File: config.mk
export PLATFORM = sky130hd
export DESIGN_NAME = am2940_dma_sequencer
export DESIGN_NICKNAME = d
export VERILOG_FILES = /design/src/rtl/am2940_dma_sequencer.sv
export SDC_FILE = /design/constraint.sdc
export NUM_CORES = 1
export LEC_CHECK = 0
export ABC_AREA = 1
export ABC_CLOCK_PERIOD_IN_PS = 2100
export CORE_UTILIZATION = 44
export CTS_CLUSTER_DIAMETER = 80
export CTS_CLUSTER_SIZE = 30
export DETAILED_ROUTE_END_ITERATION = 8
export PLACE_DENSITY = 0.71
export SYNTH_ARGS = -nofsm -noshare
export SYNTH_HDL_FRONTEND = slang
export SYNTH_SLANG_ARGS = --single-unit
File: constraint.sdc
create_clock -name clk -period 2.1 [get_ports clk]
set_clock_uncertainty 0.2 [all_clocks]
set_input_delay 0.21 -clock clk [delete_from_list [all_inputs] [get_ports clk]]
set_output_delay 0.21 -clock clk [all_outputs]
set_load 0.1 [all_outputs]
File: src/rtl/am2940_dma_sequencer.sv
// Host-side programming sequencer for the AM2940 DMA address generator.
// Issues control/address/word-count setup, runs the counters until done, then reads back the address counter.
module am2940_dma_sequencer #(
    parameter int INSTR_LENGTH   = 3,
    parameter int DATA_LENGTH    = 8,
    parameter int TIMEOUT_CYCLES = 511
) (
    input  logic                    clk,
    input  logic                    rst,
    input  logic                    start,
    input  logic                    reinit,
    input  logic [2:0]              ctrl_in,
    input  logic [DATA_LENGTH-1:0]  addr_in,
    input  logic [DATA_LENGTH-1:0]  count_in,
    input  logic                    abort,
    input  logic                    done,
    input  logic [DATA_LENGTH-1:0]  data_in,
    output logic [INSTR_LENGTH-1:0] instruction,
    output logic [DATA_LENGTH-1:0]  data_out,
    output logic                    data_oe,
    output logic                    oena,
    output logic                    cinac,
    output logic                    cinwc,
    output logic                    busy,
    output logic                    finished,
    output logic                    error,
    output logic [DATA_LENGTH-1:0]  final_addr,
    output logic [DATA_LENGTH:0]    xfer_len
);

    localparam int CW = $clog2(TIMEOUT_CYCLES + 1);
    localparam int XW = DATA_LENGTH + 1;

    localparam logic [INSTR_LENGTH-1:0] I_WRC  = INSTR_LENGTH'(0);
    localparam logic [INSTR_LENGTH-1:0] I_IDLE = INSTR_LENGTH'(1);
    localparam logic [INSTR_LENGTH-1:0] I_RDAC = INSTR_LENGTH'(3);
    localparam logic [INSTR_LENGTH-1:0] I_REIN = INSTR_LENGTH'(4);
    localparam logic [INSTR_LENGTH-1:0] I_LDAC = INSTR_LENGTH'(5);
    localparam logic [INSTR_LENGTH-1:0] I_LDWC = INSTR_LENGTH'(6);
    localparam logic [INSTR_LENGTH-1:0] I_RUN  = INSTR_LENGTH'(7);

    typedef enum logic [2:0] {
        S_IDLE,
        S_WR_CTRL,
        S_LD_ADDR,
        S_LD_WC,
        S_REINIT,
        S_RUN,
        S_RD_AC
    } state_t;

    state_t                  state_q, state_d;
    logic [2:0]              ctrl_q, ctrl_d;
    logic [DATA_LENGTH-1:0]  addr_q, addr_d;
    logic [DATA_LENGTH-1:0]  count_q, count_d;
    logic [CW-1:0]           cnt_q, cnt_d, cnt_inc;
    logic [INSTR_LENGTH-1:0] instruction_q, instruction_d;
    logic [DATA_LENGTH-1:0]  data_out_q, data_out_d;
    logic                    data_oe_q, data_oe_d;
    logic                    oena_q, oena_d;
    logic                    cinac_q, cinac_d;
    logic                    cinwc_q, cinwc_d;
    logic                    busy_q, busy_d;
    logic                    finished_q, finished_d;
    logic                    error_q, error_d;
    logic [DATA_LENGTH-1:0]  final_addr_q, final_addr_d;
    logic [XW-1:0]           xfer_len_q, xfer_len_d;

    always_comb begin
        state_d      = state_q;
        ctrl_d       = ctrl_q;
        addr_d       = addr_q;
        count_d      = count_q;
        cnt_inc      = cnt_q + CW'(1);
        cnt_d        = cnt_q;
        final_addr_d = final_addr_q;
        xfer_len_d   = xfer_len_q;
        finished_d   = 1'b0;
        error_d      = 1'b0;

        case (state_q)
            S_IDLE: begin
                if (start) begin
                    ctrl_d  = ctrl_in;
                    addr_d  = addr_in;
                    count_d = count_in;
                    state_d = reinit ? S_REINIT : S_WR_CTRL;
                end
            end
            S_WR_CTRL: state_d = S_LD_ADDR;
            S_LD_ADDR: state_d = S_LD_WC;
            S_LD_WC:   state_d = S_RUN;
            S_REINIT:  state_d = S_RUN;
            S_RUN: begin
                cnt_d = cnt_inc;
                if (done) begin
                    xfer_len_d = XW'(cnt_inc);
                    state_d    = S_RD_AC;
                end else if (cnt_inc == CW'(TIMEOUT_CYCLES)) begin
                    state_d = S_IDLE;
                    error_d = 1'b1;
                end
            end
            S_RD_AC: begin
                final_addr_d = data_in;
                finished_d   = 1'b1;
                state_d      = S_IDLE;
            end
            default: state_d = S_IDLE;
        endcase

        // Abort overrides every other outcome, including a coincident done or readback.
        if (abort && state_q != S_IDLE) begin
            state_d      = S_IDLE;
            error_d      = 1'b1;
            finished_d   = 1'b0;
            final_addr_d = final_addr_q;
            xfer_len_d   = xfer_len_q;
        end

        if (state_d == S_RUN && state_q != S_RUN) begin
            cnt_d = '0;
        end
    end

    // Pin values are decoded from the next state so every output is a flop.
    always_comb begin
        instruction_d = I_IDLE;
        data_out_d    = '0;
        data_oe_d     = 1'b0;
        oena_d        = 1'b1;
        cinac_d       = 1'b1;
        cinwc_d       = 1'b1;
        busy_d        = (state_d != S_IDLE);

        case (state_d)
            S_WR_CTRL: begin
                instruction_d = I_WRC;
                data_out_d    = DATA_LENGTH'(ctrl_d);
                data_oe_d     = 1'b1;
            end
            S_LD_ADDR: begin
                instruction_d = I_LDAC;
                data_out_d    = addr_d;
                data_oe_d     = 1'b1;
            end
            S_LD_WC: begin
                instruction_d = I_LDWC;
                data_out_d    = count_d;
                data_oe_d     = 1'b1;
            end
            S_REINIT: instruction_d = I_REIN;
            S_RUN: begin
                instruction_d = I_RUN;
                oena_d        = 1'b0;
                cinac_d       = 1'b0;
                cinwc_d       = 1'b0;
            end
            S_RD_AC: instruction_d = I_RDAC;
            default: instruction_d = I_IDLE;
        endcase
    end

    always_ff @(posedge clk or posedge rst) begin
        if (rst) begin
            state_q       <= S_IDLE;
            ctrl_q        <= '0;
            addr_q        <= '0;
            count_q       <= '0;
            cnt_q         <= '0;
            instruction_q <= I_IDLE;
            data_out_q    <= '0;
            data_oe_q     <= 1'b0;
            oena_q        <= 1'b1;
            cinac_q       <= 1'b1;
            cinwc_q       <= 1'b1;
            busy_q        <= 1'b0;
            finished_q    <= 1'b0;
            error_q       <= 1'b0;
            final_addr_q  <= '0;
            xfer_len_q    <= '0;
        end else begin
            state_q       <= state_d;
            ctrl_q        <= ctrl_d;
            addr_q        <= addr_d;
            count_q       <= count_d;
            cnt_q         <= cnt_d;
            instruction_q <= instruction_d;
            data_out_q    <= data_out_d;
            data_oe_q     <= data_oe_d;
            oena_q        <= oena_d;
            cinac_q       <= cinac_d;
            cinwc_q       <= cinwc_d;
            busy_q        <= busy_d;
            finished_q    <= finished_d;
            error_q       <= error_d;
            final_addr_q  <= final_addr_d;
            xfer_len_q    <= xfer_len_d;
        end
    end

    assign instruction = instruction_q;
    assign data_out    = data_out_q;
    assign data_oe     = data_oe_q;
    assign oena        = oena_q;
    assign cinac       = cinac_q;
    assign cinwc       = cinwc_q;
    assign busy        = busy_q;
    assign finished    = finished_q;
    assign error       = error_q;
    assign final_addr  = final_addr_q;
    assign xfer_len    = xfer_len_q;

endmodule

==> run_summary.xml <==
<?xml version="1.0" encoding="UTF-8"?>
<metrics>
  <group name="setup_path">
    <metric name="end_kind" unit="">flip-flop</metric>
    <metric name="timing.setup.critical_path_class" unit="">reg2reg</metric>
    <metric name="path_buf_inv" unit="">0</metric>
    <metric name="worst_path_dominant_cell_family" unit="">simple AND/OR/NAND/NOR gates</metric>
    <metric name="critical_path.max_fanout" unit="">6</metric>
    <metric name="crit-reg2reg-launch" unit="">cnt_q[0]</metric>
    <metric name="worstPathCellList" unit="">ha_4 -&gt; nand2_4 -&gt; nor2_4 -&gt; nand2_2 -&gt; o21ai_1 -&gt; nand2_1 -&gt; nand4_1 -&gt; nand2_2 -&gt; nand2_4 -&gt; nand3_4 -&gt; nand3_2 -&gt; nand2_1</metric>
    <metric name="startpoint" unit="">cnt_q[0]</metric>
    <metric name="critPathSlowestCell" unit="">dfrtp_2</metric>
    <metric name="critPathArrivalTime" unit="ns">2.23</metric>
    <metric name="rr_worst_depth" unit="">12</metric>
    <metric name="critPathMaxStageDelay" unit="ns">0.40</metric>
    <metric name="path_depth" unit="">12</metric>
    <metric name="rrSetupSlack" unit="ns">-0.11</metric>
    <metric name="cp-endpoint" unit="">cnt_q[2]</metric>
    <metric name="critPathLaunchType" unit="">flip-flop</metric>
    <metric name="rr_endpoint" unit="">cnt_q[2]</metric>
    <metric name="required" unit="ns">2.13</metric>
  </group>
  <group name="run_status">
    <metric name="run_status" unit="">finished, violations left</metric>
    <metric name="violations" unit="">setup timing</metric>
  </group>
  <group name="global_route">
    <metric name="overflow" unit="">0</metric>
    <metric name="antenna_found_initial" unit="">0</metric>
    <metric name="maximum_number_of_pins_on_one_net_before_global_route_repair" unit="">29</metric>
    <metric name="grt_first_pass_wirelength" unit="mm">10.05</metric>
    <metric name="groute.usage.overall" unit="">0.1989</metric>
    <metric name="grt_pass1_vias" unit="">2298</metric>
  </group>
  <group name="sta">
    <metric name="setup_repair_after_global_routing_missed_its_margin" unit="">true</metric>
    <metric name="final-hold-violation-count" unit="">0</metric>
    <metric name="setup_slack" unit="ns">-0.1086</metric>
    <metric name="slew_headroom" unit="">0.7114</metric>
    <metric name="period_minus_slack" unit="ns">2.209</metric>
    <metric name="achievable-frequency" unit="MHz">452.8</metric>
    <metric name="layout_worst_path_cycle_share" unit="">1.052</metric>
    <metric name="max_slew.worst_pin.slew" unit="ns">0.4323</metric>
    <metric name="slew_violations" unit="">0</metric>
    <metric name="final-setup-viol-count" unit="">23</metric>
  </group>
  <group name="clock_network">
    <metric name="clock_tree.htree_level_count" unit="">3</metric>
    <metric name="clock_edge_transition_at_the_registers_on_the_reported_setup_and_hold_paths" unit="ns">0.07</metric>
    <metric name="clock-sinks" unit="">64</metric>
    <metric name="cts_inserted_buffers" unit="">9</metric>
    <metric name="root_buffer_master" unit="">clkbuf_8</metric>
    <metric name="cts_tree" unit="">built</metric>
    <metric name="buffers_from_clock_root_to_sink_at_most" unit="">2</metric>
    <metric name="clock_insertion_delay_worst_skew" unit="ns">0.33</metric>
  </group>
  <group name="synth">
    <metric name="synth_mux_area_frac" unit="">0</metric>
    <metric name="post_synth_instance_area" unit="sq um">2841</metric>
    <metric name="synth.net_count" unit="">372</metric>
    <metric name="post_synth_edffs" unit="">0</metric>
    <metric name="synth_fa_ha_area_frac" unit="">0.008807</metric>
    <metric name="share_of_the_yosys_chip_area_belonging_to_registers" unit="">0.5645</metric>
    <metric name="netlist_instances" unit="">337</metric>
    <metric name="synth-main-ff-cell" unit="">dfrtp_1</metric>
    <metric name="synthArstFlopShare" unit="">1.000</metric>
    <metric name="synth-compound-area-share" unit="">0.02730</metric>
    <metric name="synth_simple_gate_area_frac" unit="">0.3430</metric>
    <metric name="synthesis.yosys.warnings" unit="">0</metric>
    <metric name="ys_types" unit="">26</metric>
    <metric name="synth_seq_cells" unit="">64</metric>
    <metric name="xor_xnor_share_of_the_synthesized_area" unit="">0</metric>
    <metric name="synth_top_family_by_area" unit="">simple AND/OR/NAND/NOR gates</metric>
    <metric name="syn_avg_cell_area" unit="sq um">8.432</metric>
  </group>
  <group name="detailed_routing">
    <metric name="drc_errors" unit="">0</metric>
    <metric name="detailedRoute.firstIterationViolations" unit="">172</metric>
    <metric name="via_per_inst" unit="">4.954</metric>
    <metric name="drt-wirelength-per-cell" unit="microns">14.10</metric>
    <metric name="ant_nets" unit="">0</metric>
    <metric name="drt_wl_total" unit="mm">7.317</metric>
    <metric name="drt_pass1_iterations" unit="">6</metric>
    <metric name="routed-via-count" unit="">2571</metric>
  </group>
  <group name="placement">
    <metric name="gp_routability_congestion" unit="">0.8548</metric>
    <metric name="dp_cells" unit="">493</metric>
    <metric name="detailedPlacementHpwl" unit="mm">4.406</metric>
    <metric name="numPortBuffers" unit="">67</metric>
  </group>
  <group name="floorplan">
    <metric name="die-width" unit="microns">82.36</metric>
    <metric name="dieArea" unit="sq um">6783</metric>
    <metric name="rows" unit="">28</metric>
    <metric name="floorplan.initialDensity" unit="">0.4688</metric>
    <metric name="io_pins" unit="">68</metric>
    <metric name="core_area" unit="sq um">6061</metric>
    <metric name="chipHeight" unit="microns">82.36</metric>
  </group>
  <group name="finish">
    <metric name="stdcell_count" unit="">519</metric>
    <metric name="area_used_by_multi_input_combinational_logic" unit="sq um">1297</metric>
    <metric name="num_antenna_cells" unit="">0</metric>
    <metric name="area.sequential" unit="sq um">1607</metric>
    <metric name="area_delta_synth_final" unit="%">46.81</metric>
    <metric name="num-nets-final" unit="">474</metric>
    <metric name="final_core_util" unit="">0.6883</metric>
    <metric name="fillerInstances" unit="">457</metric>
    <metric name="layout_cell_share_with_drive_strength_beyond_1" unit="">0.3356</metric>
  </group>
  <group name="hold_path">
    <metric name="min-delay-path-class" unit="">in2async</metric>
  </group>
  <group name="flow_run">
    <metric name="number_of_max_cap_violations" unit="">0</metric>
  </group>
</metrics>
## cell type report
class,instances,share of cell area
clock buffer,12,0.03239
timing repair buffer,98,0.2043
tap,75,0.02250
clock inverter,4,0.01680
multi-input combinational,237,0.3110
sequential,64,0.3851
inverter,29,0.02789
## how the worst min path moves through the flow
| stage | start | end | cells after the start |
|---|---|---|---|
| finish | rst | instruction[1] | 2 |
| global route | rst | busy | 2 |
| CTS | rst | instruction[1] | 2 |
| detailed placement | addr_q[0] | addr_q[0] | 2 |
| global placement | count_q[2] | count_q[2] | 2 |
| floorplan | data_in[0] | final_addr[0] | 2 |
## repair_timing
item,4_1_cts,5_1_grt
resized for setup,15,44
setup buffers,3,5
gates cloned,1,1
hold buffers,0,0
pin swaps,8,23
endpoints found under the setup margin,24,25
## through the flow
step	setup slack, ns	TNS [ns]	hold WS, ns	instance area, sq um
final	-0.1086	-1.593	0.008945	4172
after detailed placement	-0.1604	-2.312	0.2612	3665
after global routing	-0.1761	-3.476	0.04200	4172
after global placement	-0.08969	-1.218	0.2606	3665
after floorplan	0.04577	0	0.1196	2841
after CTS	-0.03377	-0.3559	0.01944	3958
## state kept, by name, indices dropped and copies added (netlist names)
register     cells
busy             1
data_oe          1
final_addr       8
count_q          8
ctrl_q           3
finished         1
xfer_len         9
cnt_q            9
data_out         8
cinwc            1
addr_q           8
instruction      3
error            1
state_q          3
## routing by layer
| metal | wire length [microns] | track usage |
|---|---|---|
| met4 | 117 | 0.08421 |
| met1 | 3159 | 0.2590 |
| met2 | 3662 | 0.3256 |
| met5 | 0 | 0 |
| met3 | 376 | 0.03516 |
## logic make-up (layout without fill, tap and decap cells)
family,Yosys count,in the layout
compound gates,13,13
fa+ha+maj,2,2
buf+inv,38,143
flops,64,64
simple gates,220,222
## cell usage after synthesis (2+ instances only)
master	number	area, sq um
nand2_2	5	31.28
nand3_1	22	110.1
dfrtp_1	62	1551
clkbuf_1	4	15.01
inv_1	23	86.33
a21oi_1	2	10.01
nor2_4	2	22.52
nand2_1	158	593.1
inv_2	5	18.77
buf_4	2	15.01
nand3_2	8	80.08
buf_2	2	10.01
o21ai_0	8	40.04
nand4_1	4	25.02
nor2_2	7	43.79
dfstp_2	2	52.55
ha_1	2	25.02
nor2_1	11	41.29
## worst reg2reg max path, stage by stage, from the launching register on
cell and delay (ns):
dfrtp_2 0.40, ha_4 0.18, nand2_4 0.07, nor2_4 0.12, nand2_2 0.10, o21ai_1 0.17
nand2_1 0.13, nand4_1 0.18, nand2_2 0.09, nand2_4 0.14, nand3_4 0.17, nand3_2 0.12
nand2_1 0.05
## cell usage in the layout, fill, tap and decap left out, types with 3 or more instances in the layout
cell type and instances:
nand2_1 145, nand3_1 13, nor2_2 7, clkbuf_1 3, clkbuf_8 9, nor2_4 7, buf_4 61, nor2_1 7
nand3_2 15, nand2_2 11, nand3_4 3, buf_6 3, dfrtp_1 60, nand4_1 4, nand2_4 7, o21ai_0 7
inv_2 7, clkdlybuf4s50_1 32, inv_1 19
Power is not shown: default switching activity piles up to over one toggle a cycle in this logic, so the estimate is an artifact.
